## src/rtl/pipeline_hazard_ctrl.sv

```systemverilog
// Stall/flush sequencer for the 5-stage pipeline: load-use, MEM-stage branch
// flush and multi-cycle data-memory waits, with saturating event counters.
module pipeline_hazard_ctrl #(
   parameter int CNT_W    = 32,
   parameter int MAX_WAIT = 16
) (
   input  logic             clk,
   input  logic             reset,
   input  logic [4:0]       ifid_rs1,
   input  logic [4:0]       ifid_rs2,
   input  logic [4:0]       idex_rd,
   input  logic             idex_memread,
   input  logic             exmem_memread,
   input  logic             exmem_memwrite,
   input  logic             branch_taken,
   input  logic             dmem_ack,
   output logic             dmem_req,
   output logic             pc_write,
   output logic             ifid_write,
   output logic             ifid_flush,
   output logic             idex_flush,
   output logic             exmem_write,
   output logic             exmem_flush,
   output logic             memwb_bubble,
   output logic             mem_timeout,
   output logic [CNT_W-1:0] stall_count,
   output logic [CNT_W-1:0] flush_count
);

   typedef enum logic [0:0] {
      RUN      = 1'b0,
      MEM_WAIT = 1'b1
   } state_t;

   localparam logic [7:0]       MAX_WAIT_C = 8'(MAX_WAIT);
   localparam logic [CNT_W-1:0] CNT_MAX    = {CNT_W{1'b1}};

   state_t           state_q, state_d;
   logic [7:0]       wait_cnt_q, wait_cnt_d;
   logic             mem_timeout_q, mem_timeout_d;
   logic [CNT_W-1:0] stall_count_q, stall_count_d;
   logic [CNT_W-1:0] flush_count_q, flush_count_d;

   logic memop;
   logic rs_match;
   logic mem_stall;
   logic br_flush;
   logic load_use;
   logic pc_stall;

   // Hazard classification with priority memory stall > branch flush > load-use
   always_comb begin
      memop    = exmem_memread | exmem_memwrite;
      rs_match = (idex_rd == ifid_rs1) | (idex_rd == ifid_rs2);
      case (state_q)
         RUN:      mem_stall = memop & ~dmem_ack;
         MEM_WAIT: mem_stall = ~dmem_ack;
         default:  mem_stall = 1'b0;
      endcase
      br_flush = ~mem_stall & branch_taken;
      load_use = ~mem_stall & ~branch_taken & idex_memread &
                 (idex_rd != 5'd0) & rs_match;
      pc_stall = mem_stall | load_use;
   end

   // Pipeline control outputs, forced low while reset is asserted
   always_comb begin
      dmem_req     = 1'b0;
      pc_write     = 1'b0;
      ifid_write   = 1'b0;
      ifid_flush   = 1'b0;
      idex_flush   = 1'b0;
      exmem_write  = 1'b0;
      exmem_flush  = 1'b0;
      memwb_bubble = 1'b0;
      if (!reset) begin
         dmem_req     = memop;
         pc_write     = ~pc_stall;
         ifid_write   = ~pc_stall;
         ifid_flush   = br_flush;
         idex_flush   = br_flush | load_use;
         exmem_write  = ~mem_stall;
         exmem_flush  = br_flush;
         memwb_bubble = mem_stall;
      end else begin
         dmem_req     = 1'b0;
         memwb_bubble = 1'b0;
      end
   end

   // Next-state: memory wait tracking, timeout flag and event counters
   always_comb begin
      state_d       = state_q;
      wait_cnt_d    = wait_cnt_q;
      mem_timeout_d = mem_timeout_q;
      stall_count_d = stall_count_q;
      flush_count_d = flush_count_q;
      case (state_q)
         RUN: begin
            if (memop && !dmem_ack) begin
               state_d    = MEM_WAIT;
               wait_cnt_d = 8'd1;
            end else begin
               state_d    = RUN;
               wait_cnt_d = 8'd0;
            end
         end
         MEM_WAIT: begin
            if (dmem_ack) begin
               state_d    = RUN;
               wait_cnt_d = 8'd0;
            end else begin
               state_d = MEM_WAIT;
               if (wait_cnt_q != 8'hFF) begin
                  wait_cnt_d = wait_cnt_q + 8'd1;
               end else begin
                  wait_cnt_d = wait_cnt_q;
               end
               // Flag is sticky; only reset clears it
               if (wait_cnt_q == MAX_WAIT_C) begin
                  mem_timeout_d = 1'b1;
               end else begin
                  mem_timeout_d = mem_timeout_q;
               end
            end
         end
         default: begin
            state_d    = RUN;
            wait_cnt_d = 8'd0;
         end
      endcase
      if (pc_stall && (stall_count_q != CNT_MAX)) begin
         stall_count_d = stall_count_q + CNT_W'(1);
      end else begin
         stall_count_d = stall_count_q;
      end
      if (br_flush && (flush_count_q != CNT_MAX)) begin
         flush_count_d = flush_count_q + CNT_W'(1);
      end else begin
         flush_count_d = flush_count_q;
      end
   end

   // State registers with asynchronous active-high reset
   always_ff @(posedge clk or posedge reset) begin
      if (reset) begin
         state_q       <= RUN;
         wait_cnt_q    <= 8'd0;
         mem_timeout_q <= 1'b0;
         stall_count_q <= {CNT_W{1'b0}};
         flush_count_q <= {CNT_W{1'b0}};
      end else begin
         state_q       <= state_d;
         wait_cnt_q    <= wait_cnt_d;
         mem_timeout_q <= mem_timeout_d;
         stall_count_q <= stall_count_d;
         flush_count_q <= flush_count_d;
      end
   end

   assign mem_timeout = mem_timeout_q;
   assign stall_count = stall_count_q;
   assign flush_count = flush_count_q;

endmodule

```

## config.mk

```make
export PLATFORM = sky130hd
export DESIGN_NAME = pipeline_hazard_ctrl
export DESIGN_NICKNAME = d
export VERILOG_FILES = /design/src/rtl/pipeline_hazard_ctrl.sv
export SDC_FILE = /design/constraint.sdc
export NUM_CORES = 1
export LEC_CHECK = 0
export BUFFER_PORTS_ARGS = -buffer_cell sky130_fd_sc_hd__buf_2
export CAP_MARGIN = 20
export CORE_MARGIN = 2
export CORE_UTILIZATION = 35
export CTS_CLUSTER_SIZE = 8
export DETAILED_ROUTE_END_ITERATION = 8
export GPL_TIMING_DRIVEN = 0
export SYNTH_ARGS = -nofsm -noshare
export SYNTH_HDL_FRONTEND = slang
export SYNTH_SLANG_ARGS = --single-unit
```

## constraint.sdc

```tcl
create_clock -name clk -period 2.05 [get_ports clk]
set_input_delay 0 -clock clk [delete_from_list [all_inputs] [get_ports clk]]
set_output_delay 0 -clock clk [all_outputs]
set_load 0.01 [all_outputs]
```

==> run summary, run 1 <==
The run finished, with violations left. The final reports fail on setup timing. The power per cell area is 819 nW/um2.

The die boundary width is 111 um. The wire length of the first global-routing pass came out at 16.8 mm. After detailed routing, the number of remaining DRC violations is 0.

The leading register cell type out of synthesis is sky130_fd_sc_hd__dfrtp_1. In this run the static leakage power is 2.52 nW. The via density per instance came out at 5.23. After detailed routing, the average wire length per cell comes to 15.6 um. The clock insertion delay at the later pin of the skew report came out at 0.33 ns.

The total length of routed wires came out at 10.2 mm. The layout overhead on the synthesized area is 33.2%. After synthesis, the share of flip-flops with an asynchronous set or reset is 100%. The reg-to-reg critical path startpoint is stall_count[3]. Setup repair after global routing could not meet its margin everywhere.

The setup skew after layout is 0.00622 ns. For this run, the share of the core covered by cells in the final layout is 48.3%. The element type at the critical path end is a flip-flop.

Routability-driven placement finished with a final weighted congestion of 0.853. The register-to-register setup slack came out at -0.03 ns. The largest total area in the synthesized netlist belongs to sky130_fd_sc_hd__dfrtp_1. Of the available clock period, the critical path in the final layout requires 101%. The worst-case clock buffer depth came out at 2. The number of synthesized flops with an enable pin came out at 0.

The worst-case vdd ir drop came out at 0.486 mV. In this run the remaining antenna-violating nets after routing total 0. After floorplanning, the core was divided into 38 placement rows. Ranked by instance count, the synthesized netlist is headed by 74 x sky130_fd_sc_hd__dfrtp_1, 39 x sky130_fd_sc_hd__xnor2_1, 37 x sky130_fd_sc_hd__xor2_1. The count of input and output buffers is 94.

The type of the setup path with the least slack is flip-flop to flip-flop. The CTS buffer count is 9. The cell area after synthesis is 3990 um2. The instance count of the mapped netlist came out at 384.

Along the worst path, the maximum fanout reaches 6. The min-delay analysis places its worst path in the category input pin to flip-flop. The total count of hold-check failures in the final report came out at 0. The slew at the pin closest to its max-slew limit came out at 0.752 ns.

The number of clock sinks is 74. The critical path ends at stall_count[1]. The core area is 11,000 um2. The most frequent cell after synthesis is sky130_fd_sc_hd__dfrtp_1. The y dimension of the die is 111 um.

The number of antenna violations at the first check in global routing is 0. The number of vias in the routed layout came out at 3,434. The clock period minus final worst setup slack came out at 2.08 ns.

Static timing analysis puts the maximum clock frequency at 482 MHz. The full die area came out at 12,300 um2. The largest net degree at the start of global routing came out at 42.

In this run the number of H-tree levels came out at 3. The number of top-level pins came out at 95. The max-slew headroom at the worst pin came out at 49.4%. The max-slew violation count came out at 0. The setup TNS after final layout is -0.0257 ns. The tool flagged a number of max-cap violations equal to 0. The buffer cell driving the clock tree root is sky130_fd_sc_hd__clkbuf_16. The effective utilization at floorplan is 36.3%. The first routing iteration left 233 violations. Tracing the worst setup path back leads to its startpoint at stall_count[3]. The number of warnings printed during yosys synthesis came out at 0. For the worst flop-to-flop path, the logic depth is 7. The synthesized netlist net count came out at 410.

Global routing finished with a remaining overflow of 0. The final net count came out at 539. The per-instance average area after synthesis came out at 10.4 um2.

The overall routing resource usage is 16.7%. The synthesized netlist contains 51 unique library cells. The first detailed-routing pass ran for 5 iterations.

The capture point of the worst reg-to-reg path is stall_count[1]. The required time of the worst setup path is 2.27 ns. The antenna diode count is 0. In this run the biggest area consumer among cell types represents 46.4% of the synthesized area. Setup violations remaining at the end of the flow were counted as 1. STA puts the critical path data arrival time at 2.29 ns. After clock tree synthesis, the clock-pin slew on the worst setup and hold paths is 0.06 ns. The minimum setup slack in the final design is -0.0257 ns. TritonCTS built the clock tree.

The placed wire-length estimate after detailed placement came out at 7.12 mm. By area the synthesized netlist is led by sky130_fd_sc_hd__dfrtp_1 46%, sky130_fd_sc_hd__xnor2_1 8.6%, sky130_fd_sc_hd__xor2_1 8.1%. The fraction of layout instances using a drive strength above 1 is 36.0%. The worst setup path is launched from a flip-flop.

Counting flops and latches in the post-synthesis netlist gives 74. The register area share after synthesis came out at 46.4%. The via count of the first global-routing pass came to 3,297.
[timing repair]
action | in CTS | in global routing
pin swaps | 3 | 10
resized for setup | 9 | 29
setup buffers | 3 | 17
endpoints found under the hold margin | 34 | 0
cloned | 0 | 3
hold buffers | 2 | 0
setup endpoints to repair | 39 | 54
[power by group]
group          internal [W]  switching, W
registers           0.00161      0.000184
logic              0.000432      0.000460
clock network       0.00106      0.000606
total               0.00310       0.00125
[routing by layer]
metal	up-vias	GRT usage, %	wire length (um)
li1	1633	-	-
met1	1690	23.5	4830
met2	96	24.9	4740
met3	15	3.99	476
met4	0	5.92	177
met5	-	0	0
[worst max-delay path: stages, from the launching register on]
cell and delay [ns]:
sky130_fd_sc_hd__dfrtp_2 0.39, sky130_fd_sc_hd__nand4_1 0.26, sky130_fd_sc_hd__buf_6 0.23, sky130_fd_sc_hd__nor4_4 0.26, sky130_fd_sc_hd__buf_4 0.19, sky130_fd_sc_hd__a32oi_4 0.18
sky130_fd_sc_hd__nand2_2 0.15, sky130_fd_sc_hd__mux2_4 0.30
[cell usage in the layout (no fill, tap or decap), types with 6 or more instances in the layout]
cell type and n:
sky130_fd_sc_hd__buf_2 99, sky130_fd_sc_hd__and3_1 21, sky130_fd_sc_hd__nand4_1 31, sky130_fd_sc_hd__buf_4 21
sky130_fd_sc_hd__and2_1 8, sky130_fd_sc_hd__dfrtp_1 69, sky130_fd_sc_hd__nand3_1 28, sky130_fd_sc_hd__nand2_1 14
sky130_fd_sc_hd__xnor2_1 38, sky130_fd_sc_hd__clkbuf_16 9, sky130_fd_sc_hd__xor2_1 37, sky130_fd_sc_hd__nor2_1 27
sky130_fd_sc_hd__buf_6 6, sky130_fd_sc_hd__inv_1 6, sky130_fd_sc_hd__nor3_1 12
[layout make-up]
type / count / area (um2)
plain buffers: 13 / 86.3
well taps: 140 / 175
inverters: 8 / 33.8
clock buffers: 10 / 229
repair buffers: 119 / 697
fillers: 1034 / 5670
clock inverters: 5 / 80.1
flip-flops and latches: 74 / 1860
multi-input cells: 288 / 2150
[worst min-delay path by stage]
stage                  start               to  slack, ns  depth (start not counted)
2_1_floorplan          reset         dmem_req       0.05                          1
3_3_place_gp   exmem_memread         dmem_req       0.34                          4
3_5_place_dp           reset  stall_count[22]       0.27                          2
4_1_cts             dmem_ack    wait_cnt_q[0]       0.11                          3
5_1_grt             dmem_ack          state_q       0.09                          3
6_report            dmem_ack          state_q       0.07                          3
[kinds of logic (layout without fill, tap and decap cells)]
family	after synthesis	in the layout	share of synthesized area, %
XOR/XNOR	76	76	16.7
AND/OR/NAND/NOR	189	189	29.1
adder cells (fa/ha/maj)	4	4	1.26
AO/OA/AOI/OAI	16	17	3.14
buffers and inverters	23	155	2.79
flip-flops	74	74	46.4
multiplexers	2	2	0.565
[flip-flops by register name (all words and copies together), names as in the netlist]
name         count
flush_count     32
mem_timeout      1
stall_count     32
state_q          1
wait_cnt_q       8
[through the flow]
step	hold slack, ns	area (um2)	worst slack (ns)	power (W)	cells
after floorplan	0.0475	3990	0.145	0.00219	384
after global placement	0.344	4640	-0.520	0.00248	618
after detailed placement	0.267	4660	-0.136	0.00251	619
after CTS	0.105	5060	0.00508	0.00420	638
after global routing	0.0884	5310	-0.0776	0.00456	657
final	0.0745	5310	-0.0257	0.00435	657
Power figures use the tool's default switching activity.
==> inputs of run 2 (changes only) <==
BUFFER_PORTS_ARGS = unset   (was -buffer_cell sky130_fd_sc_hd__buf_2)
CORE_ASPECT_RATIO = 0.8   (was unset)
DONT_BUFFER_PORTS = 1   (was unset)
==> run 2 against run 1 <==
The flow now finishes without violations. Count of clock-buffer cells in the layout increased by 3. Global-route usage decreased by 0.11 points. Cell count decreased by 15%. Flip-flop and latch count unchanged. Wire length decreased by 5.6%. Sequential share of layout area increased by 4.0 points. First-iteration DRC count decreased by 18%. Combinational power decreased by 47%.
==> run summary, run 2 (same netlist as run 1, synthesis figures left out) <==
The number of maximum-capacitance violations is 0. The number of antenna violations at the first check in global routing came to 0. The routability congestion estimate came out at 0.791. The run finished with clean final reports. The max-slew violation count came out at 0.

The clock transition time at the flip-flop clock pins of the worst setup and hold paths came out at 0.06 ns. The reported leakage power is 2.01 nW. Leaving out fill and tap cells, the most frequent cell in the layout is sky130_fd_sc_hd__dfrtp_1. The antenna diode count came out at 0. The buffer cell driving the clock tree root is sky130_fd_sc_hd__clkbuf_16. The via count of the first global-routing pass is 2,995.

The capture point of the worst reg-to-reg path is stall_count[1]. Pin placement for this block handled 95 I/O pins. The max-slew headroom at the worst pin came out at 42.6%.

The full die area came out at 12,300 um2. The total length of routed wires came out at 9.65 mm. The clock insertion delay at the later pin of the skew report is 0.34 ns. The clock passes through at most 2 buffers. Setup repair after global routing could not meet its margin everywhere.

The count of cell instances traversed by the critical path is 6. The number of detailed-route iterations in the first pass is 5. Based on the critical path, the design can be clocked at up to 507 MHz.

The library cells used most frequently in the layout, excluding fill and tap cells, are 60 x sky130_fd_sc_hd__dfrtp_1, 39 x sky130_fd_sc_hd__xnor2_1, 37 x sky130_fd_sc_hd__xor2_1. Entering global routing, the biggest net connects 42 pins. The floorplan step set the die height to 99.5 um. The path with the worst hold slack has its endpoint at dmem_req.

The count of input and output buffers is 0. The worst-case vdd ir drop is 0.416 mV. The worst setup path is of the flip-flop to flip-flop kind. For this design the ratio of total power to cell area is 855 nW/um2. The path type of the worst min-delay path is input pin to output pin.

The number of placement rows came out at 34. The core region is 11,000 um2. The number of vias in the routed layout is 2,994.

The kind of cell adding the most delay to the critical path is simple AND/OR/NAND/NOR gates. For this run the aggregate overflow at the end of global routing stands at 0. Setup violations remaining at the end of the flow were counted as 0. The post-layout utilization of the core came out at 43.7%.

The worst register-to-register path has a depth of 6. The count of filler cells inserted in the layout is 1,073. The type of element launching the critical path is a flip-flop. The clock tree synthesis step divided the H-tree into 3 levels.

The die boundary width is 123 um. The total count of hold-check failures in the final report is 0. The setup TNS after final layout came out at 0 ns.

The endpoint arrival time on the critical path came out at 2.19 ns. The slowest library cell on the worst path is sky130_fd_sc_hd__dfrtp_2. The element type at the critical path end is a flip-flop. The wire length of the first global-routing pass is 15.9 mm. The effective utilization at floorplan is 36.3%.

Hold timing on the final database bottoms out at a slack of 0.0539 ns. TritonCTS built the clock tree. The detailed-route DRC error count came out at 0. The beginning of the worst hold path is reset. The detailed-route wire length per cell is 17.2 um. The critical-path maximum fanout came out at 6.

The layout overhead on the synthesized area came out at 20.2%. The required time of the worst setup path is 2.27 ns. The clock period minus final worst setup slack came out at 1.97 ns. The via density per instance came out at 5.34. The setup check on the worst reg-to-reg path leaves a slack of 0.08 ns. The setup skew after layout came out at 0.00587 ns. The worst register-to-register path begins at stall_count[0].

The post-detailed-route count of antenna-violating nets is 0. The fraction of the cycle the final worst path needs is 96.3%. The final net count is 438.

The placed wire-length estimate after detailed placement is 6.65 mm. The number of clock sinks is 74. Summing internal, switching and leakage power gives 0.00410 W. At the pin with the least slew margin, the transition time is 0.857 ns. The maximum cell stage delay along the critical path came out at 0.46 ns. The fraction of layout instances using a drive strength above 1 is 21.8%.

The critical path goes through ha_4, nand3_1, nor4_4, a32oi_4, nand2_2, mux2_2. After the first detailed-routing iteration, the DRC count stood at 190. The CTS buffer count is 9. Along the worst hold path, the cell count comes to 1. The overall routing resource usage came out at 16.6%.

Together, buffers and inverters on the worst path number 0.
## run 2: where the power goes
group	total (W)	switching [W]	leakage (nW)	internal, W
logic	0.000475	0.000256	0.891	0.000220
clock network	0.00169	0.000617	0.154	0.00108
registers	0.00193	0.000307	0.968	0.00162
## run 2: stage by stage
stage                     instance area (um2)  std cells  setup WS [ns]
final                                    4790        561         0.0757
after global routing                     4790        561        -0.0386
after CTS                                4630        551       0.000213
after detailed placement                 4190        529         -0.255
after global placement                   4170        528         -0.257
after floorplan                          3990        384          0.145
## run 2: worst max path at each step
stage                 endpoint            start
3_5_place_dp    stall_count[1]   stall_count[2]
5_1_grt         flush_count[3]  flush_count[23]
2_1_floorplan  flush_count[24]   flush_count[3]
3_3_place_gp        ifid_flush            reset
6_report        stall_count[1]   stall_count[0]
4_1_cts         stall_count[1]   stall_count[3]
## run 2: area by class of cell
type / instances / area [um2] / area share, %
plain buffers: 13 / 93.8 / 1.96
clock buffers: 13 / 280 / 5.85
clock inverters: 3 / 45.0 / 0.940
inverters: 8 / 33.8 / 0.705
multi-input cells: 287 / 2130 / 44.4
flip-flops and latches: 74 / 1870 / 39.0
well taps: 144 / 180 / 3.76
repair buffers: 18 / 158 / 3.29
repair inverters: 1 / 5.00 / 0.104
## run 2: what timing repair did
action,4_1_cts,5_1_grt
cloned,0,1
pin swaps,6,8
hold buffers,2,2
setup endpoints to repair,62,57
gates resized for setup,13,30
endpoints found under the hold margin,35,4
buffers inserted,4,9
## run 2: per-layer routing
layer | track usage [%] | share of wire, % | vias up
met5 | 0 | 0 | -
met4 | 5.51 | 1.6 | 0
met3 | 4.93 | 5.3 | 15
met2 | 23.8 | 44 | 81
met1 | 23.8 | 49 | 1465
li1 | - | - | 1433
## run 2: worst register-to-register path: cells and delay by family (launching register included)
kind	cells	cell delay, ns
AND/OR/NAND/NOR	3	0.66
AO/OA/AOI/OAI	1	0.22
adder cells (fa/ha/maj)	1	0.20
flip-flops	1	0.46
multiplexers	1	0.33
